**src/rtl/seg_rr_arbiter_if.sv**
```systemverilog
// Request/grant/segment bundle between the requesters and the digit arbiter.
// Latency: n/a (signal bundle only).
// Backpressure: none; requests are level-sensitive and held until granted.
interface seg_rr_arbiter_if;
  logic [7:0] in;     // request lines, bit i = requester i, active-high
  logic [7:0] grant;  // one-hot grant, zero when idle
  logic       busy;   // high while a grant is held
  logic [6:0] out;    // segments {g,f,e,d,c,b,a}, active-low

  // Requester / display side: drives requests, observes grant and segments.
  modport master (output in, input grant, input busy, input out);
  // Arbiter side.
  modport slave  (input in, output grant, output busy, output out);
endinterface

```
**src/rtl/seg_rr_arbiter.sv**
```systemverilog
// Round-robin arbiter sharing one 7-seg digit among 8 requesters; optional macro ARB_SHOW_LAST_EN keeps the last index on the digit while idle.
// Latency: a request sampled at an edge is granted at that same edge; at least one idle cycle separates grants.
// Backpressure: none; requesters hold their level until granted, holder is kept >= HOLD_CYCLES and preempted at MAX_CYCLES.
module seg_rr_arbiter #(
  parameter int HOLD_CYCLES = 4,
  parameter int MAX_CYCLES  = 16,
  parameter int CNT_W       = 5
) (
  input  logic            clk,
  input  logic            rst,
  seg_rr_arbiter_if.slave arb
);

  typedef enum logic {S_IDLE, S_GRANT} state_t;

  localparam logic [CNT_W-1:0] HOLD_C = CNT_W'(HOLD_CYCLES);
  localparam logic [CNT_W-1:0] MAX_C  = CNT_W'(MAX_CYCLES);
  localparam logic [6:0]       BLANK  = 7'b1111111;

  state_t           r_state;
  logic [7:0]       r_grant;
  logic             r_busy;
  logic [6:0]       r_out;
  logic [2:0]       r_ptr;
  logic [2:0]       r_idx;
  logic [CNT_W-1:0] r_cnt;

  logic       w_any;
  logic [2:0] w_sel;
  logic [7:0] w_others;
  logic       w_release;
  logic       w_preempt;

  // Active-low segment pattern for a channel index.
  function automatic logic [6:0] seg_code(input logic [2:0] idx);
    case (idx)
      3'd0:    seg_code = 7'b1000000;
      3'd1:    seg_code = 7'b1111001;
      3'd2:    seg_code = 7'b0100100;
      3'd3:    seg_code = 7'b0110000;
      3'd4:    seg_code = 7'b0011001;
      3'd5:    seg_code = 7'b0010010;
      3'd6:    seg_code = 7'b0000010;
      default: seg_code = 7'b1111000;
    endcase
  endfunction

  // Pick the first active request scanning upward from ptr, wrapping mod 8.
  always_comb begin
    logic [2:0] cand;
    logic       found;
    found = 1'b0;
    w_sel = r_ptr;
    cand  = r_ptr;
    for (int k = 0; k < 8; k++) begin
      cand = r_ptr + 3'(k);
      if (!found && arb.in[cand]) begin
        w_sel = cand;
        found = 1'b1;
      end
    end
    w_any = found;
  end

  // Release decisions use the registered dwell count of the current holder.
  assign w_others  = arb.in & ~(8'(1) << r_idx);
  assign w_release = (r_cnt >= HOLD_C) && !arb.in[r_idx];
  assign w_preempt = (r_cnt >= MAX_C) && (w_others != 8'd0);

  // Arbitration FSM with registered grant, busy and segment outputs.
  always_ff @(posedge clk) begin
    if (rst) begin
      r_state <= S_IDLE;
      r_grant <= 8'd0;
      r_busy  <= 1'b0;
      r_out   <= BLANK;
      r_ptr   <= 3'd0;
      r_idx   <= 3'd0;
      r_cnt   <= '0;
    end else begin
      case (r_state)
        S_IDLE: begin
          if (w_any) begin
            r_state <= S_GRANT;
            r_idx   <= w_sel;
            r_grant <= 8'(1) << w_sel;
            r_busy  <= 1'b1;
            r_out   <= seg_code(w_sel);
            r_cnt   <= CNT_W'(1);
          end
        end
        S_GRANT: begin
          if (w_release || w_preempt) begin
            // Always fall back to idle; the next arbitration happens there,
            // with the released channel moved to lowest priority.
            r_state <= S_IDLE;
            r_grant <= 8'd0;
            r_busy  <= 1'b0;
`ifdef ARB_SHOW_LAST_EN
            r_out   <= r_out;
`else
            r_out   <= BLANK;
`endif
            r_cnt   <= '0;
            r_ptr   <= r_idx + 3'd1;
          end else if (r_cnt < MAX_C) begin
            r_cnt <= r_cnt + CNT_W'(1);
          end
        end
        default: r_state <= S_IDLE;
      endcase
    end
  end

  assign arb.grant = r_grant;
  assign arb.busy  = r_busy;
  assign arb.out   = r_out;

endmodule

```
**src/flat_wrapper.sv**
```systemverilog
// flat-port wrapper written by rule: the top's interface ports become plain ports
module seg_rr_arbiter_flat 
#(
  parameter int HOLD_CYCLES = 4,
  parameter int MAX_CYCLES  = 16,
  parameter int CNT_W       = 5
)
  (clk, rst, arb_in, arb_grant, arb_busy, arb_out);
  seg_rr_arbiter_if arb_i ();
  input  logic clk;
  input  logic rst;
  input wire logic [$bits(arb_i.in)-1:0] arb_in;
  output wire logic [$bits(arb_i.grant)-1:0] arb_grant;
  output wire logic [$bits(arb_i.busy)-1:0] arb_busy;
  output wire logic [$bits(arb_i.out)-1:0] arb_out;
  assign arb_i.in = arb_in;
  assign arb_grant = arb_i.grant;
  assign arb_busy = arb_i.busy;
  assign arb_out = arb_i.out;
  seg_rr_arbiter #(.HOLD_CYCLES(HOLD_CYCLES), .MAX_CYCLES(MAX_CYCLES), .CNT_W(CNT_W)) u_core (.clk(clk), .rst(rst), .arb(arb_i));
endmodule
```
**config.mk**
```make
export PLATFORM = sky130hd
export DESIGN_NAME = seg_rr_arbiter_flat
export DESIGN_NICKNAME = d
export VERILOG_FILES = /design/src/rtl/seg_rr_arbiter_if.sv /design/src/rtl/seg_rr_arbiter.sv /design/src/flat_wrapper.sv
export SDC_FILE = /design/constraint.sdc
export NUM_CORES = 1
export LEC_CHECK = 0
export ABC_AREA = 1
export ABC_CLOCK_PERIOD_IN_PS = 3220
export CAP_MARGIN = 20
export CELL_PAD_IN_SITES_DETAIL_PLACEMENT = 0
export CELL_PAD_IN_SITES_GLOBAL_PLACEMENT = 1
export CORE_ASPECT_RATIO = 0.6
export CORE_MARGIN = 4
export CORE_UTILIZATION = 40
export DETAILED_ROUTE_END_ITERATION = 8
export GPL_TIMING_DRIVEN = 0
export PLACE_DENSITY = 0.85
export SLEW_MARGIN = 20
export SYNTH_ARGS = -nofsm -noshare
export SYNTH_HDL_FRONTEND = slang
export SYNTH_SLANG_ARGS = --single-unit
```
**constraint.sdc**
```tcl
create_clock -name clk -period 3.22 [get_ports clk]
set_clock_uncertainty 0.05 [all_clocks]
set_input_delay 0.644 -clock clk [delete_from_list [all_inputs] [get_ports clk]]
set_output_delay 0.644 -clock clk [all_outputs]
set_load 0.005 [all_outputs]
```
==> results.py <==
metrics = {
    "synth": {
        "synth_top_area_frac": 0.255,
        "avgSynthCellArea_sq_um": 6.60,
        "synthDistinctLibCells": 43,
        "yosysWarningCount": 0,
        "synth_cells": 333,
        "synth_nets": 353,
        "synth_seq_cells": 28,
        "ys.flop_type": "dfxtp_1",
        "synth_area_sq_um": 2200,
        "synthTopCellsByArea": "dfxtp_1, nand2_1, nand3_1",
        "async_flop_share": 0,
        "yosysSeqAreaShare": 0.255,
        "synth_area_leader_cell": "dfxtp_1",
        "synth-edff-count": 0,
    },
    "worst_setup_path": {
        "worst-path-max-fanout": 10,
        "worst_r2r_path_depth": 24,
        "cp_data_arrival_time_ns": 3.01,
        "cp-end-kind": "flip-flop",
        "cp.required_ns": 3.33,
        "setup.worst_path.start": "u_core.r_ptr[0]",
        "worstReg2RegStart": "u_core.r_ptr[0]",
        "cp-start-kind": "flip-flop",
        "crit_type": "flip-flop to flip-flop",
    },
    "timing": {
        "slew_viol_final": 0,
        "setup_viol": 0,
        "fin_ws_ns": 0.319,
        "fmax_ghz": 0.345,
        "relSlewSlack": 0.688,
        "period_needed_ns": 2.90,
        "tightestPinTransition_ns": 0.468,
        "rsz0062_at_grt": "false",
        "final_hold_viol_count": 0,
        "fin_setup_tns_ns": 0,
        "whs_ns": 0.419,
        "fin_crit_sh": 0.901,
    },
    "floorplanning": {
        "pin_count": 26,
        "die_h_um": 65.4,
        "core-area_sq_um": 5180,
        "start_util": 0.424,
        "rows": 20,
        "die_area_sq_um": 6780,
        "die_x_um": 104,
    },
    "power": {
        "switchingPower_w": 0.000263,
        "power_frac_clock": 0.315,
        "seqPwrFrac": 0.436,
        "power.leakage_nw": 1.20,
        "internal_power_w": 0.000627,
        "total_power_w": 0.000890,
        "irDropWorstVdd_uv": 193,
        "comb_power_share": 0.249,
        "p_per_area_nw_per_um2": 340,
        "sw_frac_of_total": 0.296,
    },
    "outcome": {
        "status": "finished clean",
    },
    "cells_and_area": {
        "final_cell_mix": "nand2_1, nand3_1, inv_1",
        "area_growth_pct": 19.2,
        "layout_commonest_cell": "nand2_1",
        "final_nets": 383,
        "fin_cells": 428,
        "layout-drive-gt1-share": 0.141,
        "num_antenna_cells": 0,
    },
    "grt": {
        "grt_overflow": 0,
        "grt_max_degree": 17,
        "grt_pass1_vias": 1940,
        "grt_pass1_wl_um": 9360,
        "gr-usage-all-layers": 0.167,
        "antenna_found_initial": 0,
    },
    "placed_design": {
        "dp_slack_ns": -0.153,
        "place.gp.congestion": 0.814,
        "dp_hpwl_um": 4340,
        "post-place-cells": 424,
        "port_buffers": 25,
    },
    "routing": {
        "dr.pass1.iters": 4,
        "via_per_inst": 4.96,
        "ant_nets": 0,
        "drt_wl_total_um": 5490,
        "drtIter0Drc": 92,
        "drc": 0,
        "avgRoutedWirePerCell_um": 12.8,
        "vias": 2122,
    },
    "hold_path": {
        "hold_depth": 2,
        "hold_start": "u_core.arb.grant[1]",
        "worstHoldPathType": "flip-flop to flip-flop",
    },
    "clocking": {
        "cts-root-buf": "clkbuf_8",
        "cts.reportedPaths.clkPinSlew_ns": 0.10,
        "cts_setup_buffers": 0,
        "clk_latency_ns": 0.27,
        "cts_sinks": 28,
        "cts_tree": "yes",
        "cts_buffer_depth": 2,
        "cts_buffers": 3,
        "htreeDepth": 1,
    },
    "run": {
        "maxCapViolations": 0,
    },
}
==> layout make-up <==
class / count / area, sq um
multi-input cells: 254 / 1440
well taps: 66 / 82.6
inverters: 44 / 171
flip-flops and latches: 28 / 561
repair buffers: 25 / 250
clock inverters: 1 / 30.0
fillers: 537 / 2560
plain buffers: 7 / 47.5
clock buffers: 3 / 41.3
==> through the flow <==
step                       util  cell area [sq um]
final                     0.506               2620
after global placement    0.488               2530
after CTS                 0.502               2600
after global routing      0.506               2620
after floorplan               -               2200
after detailed placement  0.488               2530
==> path summary, 6_finish.rpt <==
path / end / slack, ns
setup / recovery: u_core.arb.out[3] / 0.32
hold reg to reg: u_core.arb.grant[1] / 0.42
hold / removal: u_core.arb.grant[1] / 0.42
setup reg to reg: u_core.arb.out[3] / 0.32
==> sequential cells by signal, summed over array words and instances, names as in the netlist <==
name / count
u_core.arb.busy: 1
u_core.arb.grant: 8
u_core.arb.out: 7
u_core.r_cnt: 5
u_core.r_idx: 3
u_core.r_ptr: 3
u_core.r_state: 1
==> power groups by stage <==
stage	Sequential, W	Clock, W	Combinational, W
2_1_floorplan	0.000393	0	0.000140
6_report	0.000388	0.000280	0.000222
5_1_grt	0.000392	0.000303	0.000253
3_3_place_gp	0.000395	0	0.000219
3_5_place_dp	0.000395	0	0.000221
4_1_cts	0.000388	0.000286	0.000222
==> timing repair <==
| action | in CTS | in global routing |
|---|---|---|
| gates resized for setup | 0 | 6 |
| endpoints found under the hold margin | 0 | 0 |
| endpoints found under the setup margin | 0 | 21 |
| hold buffers | 0 | 0 |
==> worst max-delay path, stage by stage (launching register included) <==
cell	delay, ns
dfxtp_1	0.37
buf_6	0.15
inv_4	0.05
buf_6	0.15
ha_4	0.29
inv_4	0.10
nand3_1	0.13
nand2_1	0.10
nand2_2	0.06
nand2_4	0.10
nand3_4	0.08
nor2_4	0.14
nand2_4	0.08
nor2_8	0.13
nand3_4	0.10
nand2_1	0.08
inv_2	0.03
nand2_2	0.09
nand2_4	0.09
nand2_2	0.08
inv_2	0.04
nand2_1	0.08
nand3_1	0.09
nand2_1	0.06
nand2_1	0.04
==> Yosys cell counts, types with 3 or more instances <==
master,instances
inv_2,9
o21ai_1,4
a21oi_1,18
nand2_2,9
inv_1,32
nand3_1,46
ha_1,10
nand2_4,5
nor2_1,14
nand2_1,96
nand4_1,4
a21boi_0,3
dfxtp_1,28
xor2_1,3
o21ai_0,15
a211oi_1,3
==> layer usage <==
layer,global-route usage,part of all wire
met1,0.265,0.55
met2,0.235,0.39
met3,0.0393,0.053
met4,0.00995,0.00073
met5,0,0
==> cells by family after synthesis <==
group	count (synthesis)	synth area share
AND/OR/NAND/NOR	187	0.422
AO/OA/AOI/OAI	52	0.144
buffers and inverters	51	0.0985
flip-flops	28	0.255
adder cells (fa/ha/maj)	10	0.0569
XOR/XNOR	5	0.0234
Note: power is estimated with default switching activity, not from simulation.
